$ cat src/rtl/uart_tx_param.sv
// Parametrised RS-232 transmitter: a small input FIFO feeds a frame serialiser
// (start, DATA_BITS LSB-first, optional parity, STOP_BITS stop) paced by a baud counter.
module uart_tx_param #(
  parameter int CLK_DIV    = 560,
  parameter int DATA_BITS  = 8,
  parameter int PARITY     = 0,
  parameter int STOP_BITS  = 1,
  parameter int FIFO_DEPTH = 4
) (
  input  logic                          clk,
  input  logic                          reset_n,
  input  logic [DATA_BITS-1:0]          tx_data,
  input  logic                          tx_valid,
  output logic                          tx_ready,
  output logic                          xmit_data,
  output logic                          busy,
  output logic [$clog2(FIFO_DEPTH):0]   fifo_count,
  output logic [2:0]                    fsm_state
);

  if (CLK_DIV < 2 || DATA_BITS < 5 || DATA_BITS > 9 || PARITY < 0 || PARITY > 2 ||
      STOP_BITS < 1 || STOP_BITS > 2 || FIFO_DEPTH < 2 ||
      (FIFO_DEPTH & (FIFO_DEPTH - 1)) != 0) begin : g_param_check
    $error("uart_tx_param: unsupported parameter set");
  end

  localparam int PTR_W  = $clog2(FIFO_DEPTH);
  localparam int CNT_W  = PTR_W + 1;
  localparam int BAUD_W = $clog2(CLK_DIV);

  localparam logic [CNT_W-1:0]  FULL_COUNT = CNT_W'(FIFO_DEPTH);
  localparam logic [BAUD_W-1:0] BAUD_LAST  = BAUD_W'(CLK_DIV - 1);
  localparam logic [3:0]        DATA_LAST  = 4'(DATA_BITS - 1);
  localparam logic              STOP_LAST  = 1'(STOP_BITS - 1);

  localparam logic [2:0] S_IDLE  = 3'd0;
  localparam logic [2:0] S_START = 3'd1;
  localparam logic [2:0] S_DATA  = 3'd2;
  localparam logic [2:0] S_PAR   = 3'd3;
  localparam logic [2:0] S_STOP  = 3'd4;

  logic [DATA_BITS-1:0] mem_q [FIFO_DEPTH];
  logic [PTR_W-1:0]     wr_ptr_q, wr_ptr_d;
  logic [PTR_W-1:0]     rd_ptr_q, rd_ptr_d;
  logic [CNT_W-1:0]     count_q, count_d;
  logic [2:0]           state_q, state_d;
  logic [BAUD_W-1:0]    baud_q, baud_d;
  logic [3:0]           bit_idx_q, bit_idx_d;
  logic                 stop_idx_q, stop_idx_d;
  logic [DATA_BITS-1:0] shift_q, shift_d;
  logic                 parity_q, parity_d;
  logic                 xmit_q, xmit_d;

  logic                 push;
  logic                 pop;
  logic                 bit_end;
  logic [DATA_BITS-1:0] head;
  logic                 head_parity;

  // Handshake: a word transfers on a rising clk edge where tx_valid and tx_ready
  // are both high; tx_ready depends only on FIFO occupancy, never on tx_valid.
  assign tx_ready    = (count_q != FULL_COUNT);
  assign push        = tx_valid & tx_ready;
  assign head        = mem_q[rd_ptr_q];
  assign head_parity = (PARITY == 1) ? ~(^head) : (^head);
  assign bit_end     = (baud_q == BAUD_LAST);

  always_comb begin
    wr_ptr_d = push ? wr_ptr_q + 1'b1 : wr_ptr_q;
    rd_ptr_d = pop  ? rd_ptr_q + 1'b1 : rd_ptr_q;
    count_d  = count_q;
    case ({push, pop})
      2'b10:   count_d = count_q + 1'b1;
      2'b01:   count_d = count_q - 1'b1;
      default: count_d = count_q;
    endcase
  end

  always_comb begin
    state_d    = state_q;
    baud_d     = baud_q;
    bit_idx_d  = bit_idx_q;
    stop_idx_d = stop_idx_q;
    shift_d    = shift_q;
    parity_d   = parity_q;
    pop        = 1'b0;
    if (state_q != S_IDLE) begin
      baud_d = bit_end ? '0 : baud_q + 1'b1;
    end
    case (state_q)
      S_IDLE: begin
        if (count_q != '0) begin
          pop      = 1'b1;
          shift_d  = head;
          parity_d = head_parity;
          baud_d   = '0;
          state_d  = S_START;
        end
      end
      S_START: begin
        if (bit_end) begin
          bit_idx_d = '0;
          state_d   = S_DATA;
        end
      end
      S_DATA: begin
        if (bit_end) begin
          shift_d = shift_q >> 1;
          if (bit_idx_q == DATA_LAST) begin
            stop_idx_d = 1'b0;
            state_d    = (PARITY != 0) ? S_PAR : S_STOP;
          end else begin
            bit_idx_d = bit_idx_q + 4'd1;
          end
        end
      end
      S_PAR: begin
        if (bit_end) begin
          stop_idx_d = 1'b0;
          state_d    = S_STOP;
        end
      end
      S_STOP: begin
        if (bit_end) begin
          if (stop_idx_q == STOP_LAST) begin
            // Chain straight into the next frame so queued words go out gap-free.
            if (count_q != '0) begin
              pop      = 1'b1;
              shift_d  = head;
              parity_d = head_parity;
              baud_d   = '0;
              state_d  = S_START;
            end else begin
              state_d = S_IDLE;
            end
          end else begin
            stop_idx_d = 1'b1;
          end
        end
      end
      default: state_d = S_IDLE;
    endcase
  end

  // The line is registered from the next-state view so it changes exactly at the
  // edge where the FSM does, without a combinational path to the pin.
  always_comb begin
    xmit_d = 1'b1;
    case (state_d)
      S_START: xmit_d = 1'b0;
      S_DATA:  xmit_d = shift_d[0];
      S_PAR:   xmit_d = parity_d;
      default: xmit_d = 1'b1;
    endcase
  end

  always_ff @(posedge clk) begin
    if (!reset_n) begin
      wr_ptr_q   <= '0;
      rd_ptr_q   <= '0;
      count_q    <= '0;
      state_q    <= S_IDLE;
      baud_q     <= '0;
      bit_idx_q  <= '0;
      stop_idx_q <= 1'b0;
      shift_q    <= '0;
      parity_q   <= 1'b0;
      xmit_q     <= 1'b1;
    end else begin
      wr_ptr_q   <= wr_ptr_d;
      rd_ptr_q   <= rd_ptr_d;
      count_q    <= count_d;
      state_q    <= state_d;
      baud_q     <= baud_d;
      bit_idx_q  <= bit_idx_d;
      stop_idx_q <= stop_idx_d;
      shift_q    <= shift_d;
      parity_q   <= parity_d;
      xmit_q     <= xmit_d;
    end
  end

  always_ff @(posedge clk) begin
    if (push) begin
      mem_q[wr_ptr_q] <= tx_data;
    end
  end

  assign xmit_data  = xmit_q;
  assign busy       = (state_q != S_IDLE) | (count_q != '0);
  assign fifo_count = count_q;
  assign fsm_state  = state_q;

endmodule

$ cat config.mk
export PLATFORM = sky130hd
export DESIGN_NAME = uart_tx_param
export DESIGN_NICKNAME = d
export VERILOG_FILES = /design/src/rtl/uart_tx_param.sv
export SDC_FILE = /design/constraint.sdc
export NUM_CORES = 1
export LEC_CHECK = 0
export CAP_MARGIN = 5
export CORE_AREA = 3 3 88 90
export CTS_CLUSTER_SIZE = 28
export DETAILED_ROUTE_END_ITERATION = 12
export DIE_AREA = 0 0 91 93
export PLACE_DENSITY = 0.6
export SKIP_CTS_REPAIR_TIMING = 1
export SLEW_MARGIN = 20
export SYNTH_ARGS = -nofsm -noshare
export SYNTH_HDL_FRONTEND = slang
export SYNTH_SLANG_ARGS = --single-unit
$ cat constraint.sdc
create_clock -name clk -period 2.8 [get_ports clk]
set_clock_uncertainty 0.05 [all_clocks]
set_input_delay 0.56 -clock clk [delete_from_list [all_inputs] [get_ports clk]]
set_output_delay 0.56 -clock clk [all_outputs]
set_load 0.1 [all_outputs]
==> flow_metrics.env, run 1 <==
export IMPL_slew_viol_final=0
export IMPL_num_io_pins=20
export IMPL_vias_per_cell=5.13
export IMPL_crit_type="reg -> reg"
export IMPL_cts_sinks=68
export IMPL_fmax_mhz=390
export IMPL_synthToLayoutAreaGrowth_pct=14.8
export IMPL_ant_nets=0
export IMPL_ys_seq_area_share_pct=54.0
export IMPL_holdPathEnd="shift_q[3]"
export IMPL_wl_met1_um=2610
export IMPL_grt_pass1_vias=1923
export IMPL_drt_iter0_drc=123
export IMPL_multiInputGateArea_um2=1300
export IMPL_synth_edf_count=32
export IMPL_antenna_found_initial=0
export IMPL_cts_reportedPaths_clkPinSlew_ns=0.08
export IMPL_die_y_um=93
export IMPL_regArea_um2=1690
export IMPL_synthesis_nets=273
export IMPL_worstReg2RegEnd="fifo_count[2]"
export IMPL_wl_um=5460
export IMPL_regToRegSetupSlack_ns=0.24
export IMPL_fp_dieW_um=91
export IMPL_die_area_um2=8460
export IMPL_drc=0
export IMPL_dp_hpwl_um=3830
export IMPL_fin_setup_tns_ns=0
export IMPL_gp_congestion=0.739
export IMPL_synthArstFlopShare_pct=0
export IMPL_netlist_instances=254
export IMPL_clockBufferDepth=2
export IMPL_outcome="finished, final reports clean"
export IMPL_post_route_period_util_pct=91.6
export IMPL_start_kind="flop"
export IMPL_hold_path_class="reg -> reg"
export IMPL_wl_per_cell_um=14.3
export IMPL_setup_violations=0
export IMPL_slew_headroom_pct=52.5
export IMPL_clk_latency_ns=0.35
export IMPL_syn_avg_cell_area_um2=12.3
export IMPL_powerDensity_nw_per_um2=969
export IMPL_crit_path_end_kind="flop"
export IMPL_worst_pin_slew_ns=0.712
export IMPL_final_cells=383
export IMPL_cp_max_fo=5
export IMPL_hold_viol_final=0
export IMPL_cap_viol_max_count=0
export IMPL_initial_core_util_pct=43.7
export IMPL_min_path_cells=2
export IMPL_layout_nets=298
export IMPL_p_leak_nw=1.19
export IMPL_top_layer_used="met4"
export IMPL_wl_met2_um=2630
export IMPL_vias=1963
export IMPL_synthDistinctLibCells=51
export IMPL_required_ns=3.01
export IMPL_rsz0062_at_grt="no"
export IMPL_ys_seq_elements=68
export IMPL_h_tree_depth=3
export IMPL_peakVddDrop_uv=364
export IMPL_reg2regPathDepth=9
export IMPL_layout_min_cycle_time_ns=2.56
export IMPL_core_um2=7140
export IMPL_min_from="shift_q[3]"
export IMPL_cts_buffers=9
export IMPL_dp_cells=367
export IMPL_grt_use_total_pct=14.5
export IMPL_cts_tree="done"
export IMPL_dr_pass1_iters=4
export IMPL_synth_area_um2=3120
export IMPL_final_layout_size_suffix_gt1_share_pct=20.1
export IMPL_rr_startpoint="baud_q[4]"
export IMPL_fillers=650
export IMPL_worstPathArrival_ns=2.78
export IMPL_ys_warn_count=0
export IMPL_yosys_most_used_dff="dfxtp_1"
export IMPL_root_buffer="clkbuf_8"
export IMPL_overflow=0
export IMPL_rows=31
export IMPL_wl_met3_um=187
export IMPL_antenna_cells=0
export IMPL_grt_pass1_wl_um=9530
export IMPL_portBuffers=19
export IMPL_grt_max_degree=21
synth_stat cells, drive strengths merged, types with 2 or more instances:
master,instances,share of area (%)
nor2,27,3.3
o31ai,3,1.2
a311oi,2,0.56
a32oi,2,0.56
mux4,8,5.9
and3,5,1.0
a22oi,7,1.7
and2,4,0.84
nand3,5,0.80
mux2i,2,0.64
buf,5,1.3
or3b,2,0.56
nor4,2,1.1
xor2,7,2.0
nand2,13,1.6
inv,13,1.6
edfxtp,32,31
or3,3,0.60
nor3,7,1.1
o21ai,11,1.8
dfxtp,36,23
clkbuf,5,1.6
a21oi,14,2.4
xnor2,15,4.2
a2111oi,2,1.8
ha,7,2.8
worst max-delay path, cell delays in order (launching register included):
cell	delay (ns)
dfxtp_1	0.35
or3b_1	0.44
o31ai_4	0.23
and2_2	0.21
ha_1	0.18
inv_1	0.06
fa_1	0.37
xor2_1	0.15
or3_1	0.30
a21oi_1	0.14
final cells by class:
| class | count | share of cell area (%) |
|---|---|---|
| timing repair buffer | 25 | 5.95 |
| multi-input combinational | 162 | 36.3 |
| inverter | 13 | 1.36 |
| sequential | 68 | 47.2 |
| clock inverter | 7 | 2.24 |
| clock buffer | 9 | 3.46 |
| tap | 99 | 3.46 |
placed cells by master, fill, tap and decap left out, types with 3 or more instances in the layout:
cell type and instances:
xnor2_1 15, inv_1 13, ha_1 7, buf_4 15, mux4_2 7, and2_1 3, o21ai_0 10, nor2_1 27
nand2_1 13, nor3_1 7, a21oi_1 13, inv_6 4, dfxtp_2 6, clkdlybuf4s50_1 10, and3_1 5, nand3_1 4
edfxtp_1 32, xor2_1 7, a22oi_1 7, clkbuf_8 9, dfxtp_1 30, or3_1 3
routing by layer:
| layer | track usage [%] | up-vias |
|---|---|---|
| li1 | - | 980 |
| met1 | 19.1 | 956 |
| met2 | 22.1 | 25 |
| met3 | 4.99 | 2 |
| met4 | 5.65 | 0 |
| met5 | 0 | - |
registers in the layout, summed over array words and instances (netlist names), named ones only:
| signal | flops |
|---|---|
| parity_q | 1 |
| rd_ptr_q | 2 |
| xmit_data | 1 |
| mem_q | 32 |
| wr_ptr_q | 2 |
| bit_idx_q | 4 |
| baud_q | 10 |
| fifo_count | 3 |
| shift_q | 8 |
| fsm_state | 3 |
how the worst max path moves through the flow:
stage,from,depth (start not counted),endpoint
6_report,baud_q[4],9,fifo_count[2]
2_1_floorplan,fifo_count[0],10,fifo_count[2]
5_1_grt,baud_q[0],10,fifo_count[2]
3_3_place_gp,tx_valid,9,fifo_count[2]
3_5_place_dp,tx_valid,9,fifo_count[2]
4_1_cts,baud_q[4],9,fifo_count[2]
through the flow:
stage	hold slack [ns]	cell area (µm²)	worst slack (ns)	power (mW)	util, %
floorplan	0.397	3140	0.00358	2.43	-
global placement	0.412	3370	0.226	2.66	47.3
detailed placement	0.415	3370	0.177	2.68	47.3
CTS	0.426	3580	0.224	3.51	50.1
global route	0.461	3580	0.0700	3.71	50.1
finish	0.426	3580	0.235	3.47	50.1
power breakdown:
group	switching (mW)	internal (mW)
logic	0.834	0.497
registers	0.111	1.20
clock network	0.397	0.423
logic make-up after synthesis:
family          after synthesis  synth area share, %
buf+inv                      24                 4.74
xor+xnor                     22                 6.18
fa+ha+maj                     8                 3.45
simple gates                 74                 13.1
flops                        68                 54.0
mux                          10                 6.55
compound gates               48                 12.0
Power figures use the tool's default switching activity.
==> inputs of run 2 (changes only) <==
--- a/config.mk
+++ b/config.mk
@@ -5,6 +5,7 @@
 export SDC_FILE = /design/constraint.sdc
 export NUM_CORES = 1
 export LEC_CHECK = 0
+export ABC_AREA = 0
 export CAP_MARGIN = 5
 export CORE_AREA = 3 3 88 90
 export CTS_CLUSTER_SIZE = 28
@@ -12,7 +13,7 @@
 export DIE_AREA = 0 0 91 93
 export PLACE_DENSITY = 0.6
 export SKIP_CTS_REPAIR_TIMING = 1
-export SLEW_MARGIN = 20
+export SLEW_MARGIN = 0
 export SYNTH_ARGS = -nofsm -noshare
 export SYNTH_HDL_FRONTEND = slang
 export SYNTH_SLANG_ARGS = --single-unit
==> results of run 2 <==
No change in the layout: final DEF, timing and power equal those of run 1.
